## src/rtl/adder_seq_pkg.sv

```systemverilog
// Shared constants and state encoding for the adder tree sequencer.
package adder_seq_pkg;

    localparam int LANES       = 8;
    localparam int CNT_W       = 3;
    localparam int FRAME_CNT_W = 16;

    typedef enum logic [1:0] {
        COLLECT = 2'd0,
        SUM     = 2'd1,
        HOLD    = 2'd2
    } state_t;

endpackage

```

## src/rtl/adder_tree_sequencer_adder.sv

```systemverilog
// Eight-input unsigned adder tree. Each level widens by one bit, so the
// final sum is DATAWIDTH+3 bits and can never overflow.
module adder_tree_sequencer_adder #(
    parameter int DATAWIDTH = 8
) (
    input  logic [DATAWIDTH-1:0] in_0,
    input  logic [DATAWIDTH-1:0] in_1,
    input  logic [DATAWIDTH-1:0] in_2,
    input  logic [DATAWIDTH-1:0] in_3,
    input  logic [DATAWIDTH-1:0] in_4,
    input  logic [DATAWIDTH-1:0] in_5,
    input  logic [DATAWIDTH-1:0] in_6,
    input  logic [DATAWIDTH-1:0] in_7,
    output logic [DATAWIDTH+2:0] sum
);

    logic [DATAWIDTH:0]   pair_0;
    logic [DATAWIDTH:0]   pair_1;
    logic [DATAWIDTH:0]   pair_2;
    logic [DATAWIDTH:0]   pair_3;
    logic [DATAWIDTH+1:0] quad_0;
    logic [DATAWIDTH+1:0] quad_1;

    // First level: adjacent lane pairs.
    assign pair_0 = {1'b0, in_0} + {1'b0, in_1};
    assign pair_1 = {1'b0, in_2} + {1'b0, in_3};
    assign pair_2 = {1'b0, in_4} + {1'b0, in_5};
    assign pair_3 = {1'b0, in_6} + {1'b0, in_7};

    // Second level: pairs of pairs.
    assign quad_0 = {1'b0, pair_0} + {1'b0, pair_1};
    assign quad_1 = {1'b0, pair_2} + {1'b0, pair_3};

    // Root of the tree.
    assign sum = {1'b0, quad_0} + {1'b0, quad_1};

endmodule

```

## src/rtl/adder_tree_sequencer.sv

```systemverilog
// Serial-to-parallel front end and sequencer for the 8-input adder tree.
// Collects up to eight samples (flush closes a partial frame), registers
// the tree sum and offers it on a valid/ready output stream.
// Optional macro ADDER_SEQ_MEAN_EN: output the truncated mean (sum / 8)
// instead of the full sum; ports and timing are unchanged.
module adder_tree_sequencer
    import adder_seq_pkg::*;
#(
    parameter int DATAWIDTH = 8
) (
    input  logic                   clk,
    input  logic                   rst_n,
    input  logic [DATAWIDTH-1:0]   in_data,
    input  logic                   in_valid,
    output logic                   in_ready,
    input  logic                   flush,
    output logic [DATAWIDTH+2:0]   out_data,
    output logic                   out_valid,
    input  logic                   out_ready,
    output logic [FRAME_CNT_W-1:0] frame_cnt
);

    state_t                 state_q;
    logic [CNT_W-1:0]       cnt_q;
    logic [DATAWIDTH-1:0]   lane_q [LANES];
    logic [DATAWIDTH+2:0]   out_data_q;
    logic                   out_valid_q;
    logic                   in_ready_q;
    logic [FRAME_CNT_W-1:0] frame_cnt_q;

    logic                   accept;
    logic                   fill_last;
    logic                   close;
    logic [CNT_W:0]         zero_from;
    logic [DATAWIDTH+2:0]   tree_sum;
    logic [DATAWIDTH+2:0]   result;

    adder_tree_sequencer_adder #(
        .DATAWIDTH (DATAWIDTH)
    ) u_adder (
        .in_0 (lane_q[0]),
        .in_1 (lane_q[1]),
        .in_2 (lane_q[2]),
        .in_3 (lane_q[3]),
        .in_4 (lane_q[4]),
        .in_5 (lane_q[5]),
        .in_6 (lane_q[6]),
        .in_7 (lane_q[7]),
        .sum  (tree_sum)
    );

`ifdef ADDER_SEQ_MEAN_EN
    // Truncating divide by 8, applied to flushed frames as well.
    assign result = {3'b000, tree_sum[DATAWIDTH+2:3]};
`else
    assign result = tree_sum;
`endif

    // Frame-close decode: an accept takes priority over flush, and a flush
    // that coincides with the accept filling lane 7 is ignored.
    always_comb begin
        // NOTE: every always_comb output gets a default first so no path can infer a latch.
        accept    = 1'b0;
        fill_last = 1'b0;
        close     = 1'b0;
        zero_from = {1'b0, cnt_q};
        if (state_q == COLLECT) begin
            accept    = in_valid && in_ready_q;
            fill_last = accept && (cnt_q == CNT_W'(LANES - 1));
            zero_from = {1'b0, cnt_q} + {{CNT_W{1'b0}}, accept};
            close     = flush && !fill_last && (zero_from != '0);
        end
    end

    // Sequencer FSM with lane buffer, output register and frame counter.
    // NOTE: the lane buffer is reset because reset must discard a partial frame and the tree reads unfilled lanes as zero.
    always_ff @(posedge clk or negedge rst_n) begin
        if (!rst_n) begin
            state_q     <= COLLECT;
            cnt_q       <= '0;
            out_data_q  <= '0;
            out_valid_q <= 1'b0;
            in_ready_q  <= 1'b1;
            frame_cnt_q <= '0;
            for (int i = 0; i < LANES; i++) lane_q[i] <= '0;
        end else begin
            case (state_q)
                COLLECT: begin
                    if (accept) begin
                        lane_q[cnt_q] <= in_data;
                        if (fill_last) begin
                            state_q    <= SUM;
                            in_ready_q <= 1'b0;
                        end else begin
                            cnt_q <= cnt_q + 1'b1;
                        end
                    end
                    if (close) begin
                        for (int i = 0; i < LANES; i++) begin
                            if ((CNT_W+1)'(i) >= zero_from) lane_q[i] <= '0;
                        end
                        state_q    <= SUM;
                        in_ready_q <= 1'b0;
                    end
                end
                SUM: begin
                    out_data_q <= result;
                    state_q    <= HOLD;
                end
                HOLD: begin
                    if (out_valid_q && out_ready) begin
                        out_valid_q <= 1'b0;
                        frame_cnt_q <= frame_cnt_q + FRAME_CNT_W'(1);
                        cnt_q       <= '0;
                        in_ready_q  <= 1'b1;
                        state_q     <= COLLECT;
                        for (int i = 0; i < LANES; i++) lane_q[i] <= '0;
                    end else begin
                        out_valid_q <= 1'b1;
                    end
                end
                default: begin
                    state_q <= COLLECT;
                end
            endcase
        end
    end

    assign in_ready  = in_ready_q;
    assign out_data  = out_data_q;
    assign out_valid = out_valid_q;
    assign frame_cnt = frame_cnt_q;

endmodule
```

## config.mk

```make
export PLATFORM = sky130hd
export DESIGN_NAME = adder_tree_sequencer
export DESIGN_NICKNAME = d
export VERILOG_FILES = /design/src/rtl/adder_seq_pkg.sv /design/src/rtl/adder_tree_sequencer_adder.sv /design/src/rtl/adder_tree_sequencer.sv
export SDC_FILE = /design/constraint.sdc
export NUM_CORES = 1
export LEC_CHECK = 0
export ABC_AREA = 1
export BUFFER_PORTS_ARGS = -buffer_cell sky130_fd_sc_hd__buf_4
export CORE_MARGIN = 2
export CORE_UTILIZATION = 50
export CTS_CLUSTER_SIZE = 20
export DETAILED_ROUTE_END_ITERATION = 10
export PLACE_DENSITY = 0.67
export RECOVER_POWER = 50
export SETUP_SLACK_MARGIN = 0.2
export SLEW_MARGIN = 10
export SYNTH_ARGS = -nofsm -noshare
export SYNTH_HDL_FRONTEND = slang
export SYNTH_SLANG_ARGS = --single-unit
```

## constraint.sdc

```tcl
create_clock -name clk -period 4.5 [get_ports clk]
set_input_delay 0.225 -clock clk [delete_from_list [all_inputs] [get_ports clk]]
set_output_delay 0.225 -clock clk [all_outputs]
set_load 0.02 [all_outputs]
```

==> impl_results.md <==
* Iter 0 DRT Violations at about 380
* Ys Warns at 0
* Sequential fraction of the synthesis area at 0.334
* Top-level I/O count at 42
* Max cap viols at 1
* CTS Hold Bufs at 0
* CTS tree: done
* Most frequent cells in the layout: nand2_1, inv_1, dfrtp_1
* Yosys cell types at 33
* H-Tree Level Count at 3
* Clock net sink count at 98
* Worst-margin pin slew at 1.94 ns
* Cell Count Post-Placement at 1,209
* Synth top area cells: dfrtp_1, nand2_1, fa_1
* PD cells at 688 mW/mm2
* Commonest non-fill, non-tap cell in the layout: nand2_1
* Pins Over Slew Limit at 76
* Ys async rst share at 1.00
* Vias in the first global route at ~6,100
* CTS Buffer Depth at 2
* Tcrit/Tclk final at 0.892
* Buffers on Ports at 41
* R2R Setup Slk at between 0.4 and 0.5 ns
* Post-Syn Nets at between 1,000 and 1,500
* Max-slew headroom at -0.294
* DRC viols at 0
* Reg power frac at 0.242
* Max VDD drop at around 0.24 mV
* Area after DPL at about 0.0077 mm2
* Post-synth top area cell: dfrtp_1
* Initial Util at 0.509
* Psw at around 0.0028 W
* Crit path arrival time at 4.26 ns
* Status: finished with violations
* Initial antenna violation count at 0
* Drt via density at 5.01
* Diodes inserted at 0
* Global-route wire length before repair at 30.1 mm
* Crit. End Element: flop
* Leakage at between 4 and 5 nW
* Post-synth EDFFs at 0
* Final Setup Violations at 0
* Vias at 6,133
* Fin cells at 1,225
* CTS buffer count at 9
* Vert. Die Dim at roughly 130 um
* Cts repair resizes at 0
* Combinational power share at 0.609
* Internal power at 0.00268 W
* RSZ-0062 raised after global routing: false
* Antenna-violating nets left at 0
* Mean area per synthesized cell at ~7.3 um2
* Total Wirelength at between 15 and 20 mm
* Failing checks: capacitance limit, slew limit
* Cells after Synth at around 1,000
* HPWL reported at the end of detailed placement at about 12 mm
* Die area at approximately 0.016 mm2
* Power share of the clock group at 0.149
* Period minus WS final at around 4 ns
* Setup WS pre-CTS at slightly below 0.5 ns
* Top_reg_cell synth: dfrtp_1
* Critical path class: flop to flop
* All-layer global routing usage at 0.242
* # rows at 44
* Post-CTS setup buffers at 0
* GPL Wtd Cong at 0.879
* Final Worst Setup Slack at 0.486 ns
* Yosys top cell area share at 0.331
* Global route overflow at 0
* Die X at around 130 um
* Core footprint at around 0.014 mm2
* Wire length per cell at 14.4 um
* Worst-path clk slew at 0.07 ns
* Flip-flop and latch count after synthesis at ~100
* Clock Latency Late Sink at between 0.3 and 0.4 ns
* Critical Path Start Type: flop
* Pwr Total at around 0.0055 W
* Cells on worst reg2reg path at 18
* Setup Skew at ~0.0079 ns
* Root Buffer: clkbuf_16
* Synthesis-to-layout area growth at 8.43%
* Final Hold Fails at 0
* Setup TNS at 0 ns
* Maximum clock frequency at around 250 MHz
* Mapped Area at around 0.0073 mm2
* Share of cells above drive strength 1 at 0.0730
* Final #Nets at around 1,100
* Largest net degree at the start of global routing at 76
* Finished layout cell area at 0.00795 mm2
* TritonRoute pass-1 iters at 6
* Crit-path max FO at 4
* Hold crit path type: input port to flop
* Hold Path Stages at 3
* Worst endpoint required time at roughly 4.7 ns
* Switching part of the total at 0.509
state kept, by name, indices dropped and copies added, names as in the netlist:
| name | flops |
|---|---|
| out_data | 11 |
| lane_q | 64 |
| out_valid | 1 |
| in_ready | 1 |
| frame_cnt | 16 |
| state_q | 2 |
| cnt_q | 3 |
power by group through the flow:
stage	registers, W	clock network (W)	logic (W)
floorplan	0.00135	0	0.00252
global placement	0.00133	0	0.00334
detailed placement	0.00133	0	0.00340
CTS	0.00132	0.000828	0.00342
global route	0.00136	0.000867	0.00389
finish	0.00132	0.000815	0.00333
cell type report:
type	count	area, um2
tap	184	230
clock inverter	4	50.0
timing repair buffer	45	279
fill	1437	6470
multi-input combinational	717	4070
inverter	165	619
clock buffer	12	256
sequential	98	2450
metrics by stage:
stage | util | hold slack (ns)
after floorplan | - | -0.0706
after global placement | 0.534 | 0.460
after detailed placement | 0.534 | 0.455
after CTS | 0.556 | 0.0742
after global routing | 0.551 | 0.293
final | 0.551 | 0.263
cells in the mapped netlist (2+ instances only):
master	number
nand3_2	3
nand4_1	3
nand2_2	4
nor2_4	7
buf_6	7
xnor2_1	4
inv_1	161
buf_4	3
o21ai_1	7
clkbuf_1	3
buf_2	16
fa_1	47
inv_2	4
ha_1	16
buf_1	2
nand2_1	361
nor3_1	7
a21oi_1	29
nand3_1	58
nand3_4	2
dfrtp_1	97
nand2_4	6
nor2_1	83
o21ai_0	66
xor2_1	7
critical path: stages (launching register included):
cell and delay, ns:
dfrtp_1 0.37, inv_1 0.07, fa_1 0.55, inv_1 0.06, fa_1 0.53, fa_1 0.55, inv_1 0.05, fa_1 0.52
inv_1 0.04, ha_1 0.22, fa_1 0.40, nand3_1 0.10, nand2_1 0.08, nand2_1 0.08, nand2_1 0.05, nand2_1 0.07
nand2_1 0.05, nand2_1 0.05, nand2_1 0.05
routing by layer:
layer,track usage,vias up,part of all wire
li1,-,3113,-
met3,0.0240,16,0.044
met2,0.398,145,0.48
met1,0.335,2859,0.45
met5,0,-,0
met4,0.0889,0,0.018
path summary, 6_finish.rpt:
kind                       startpoint            to
setup / recovery            lane_q[2]  out_data[10]
hold / removal                  flush    state_q[0]
setup reg to reg            lane_q[2]  out_data[10]
hold reg to reg            lane_q[45]    lane_q[45]
max in group asynchronous       rst_n    lane_q[16]
min in group asynchronous       rst_n  frame_cnt[5]
cells by family after synthesis:
logic type                 count (synthesis)  share of synthesized area
and+or+nand+nor                          539                      0.313
buffers and inverters                    196                      0.112
xor gates and xnor gates                  11                     0.0131
DFF                                       98                      0.334
AOI/OAI and AO/OA                        104                     0.0718
adders and majority gates                 63                      0.156
Power figures use the tool's default switching activity.
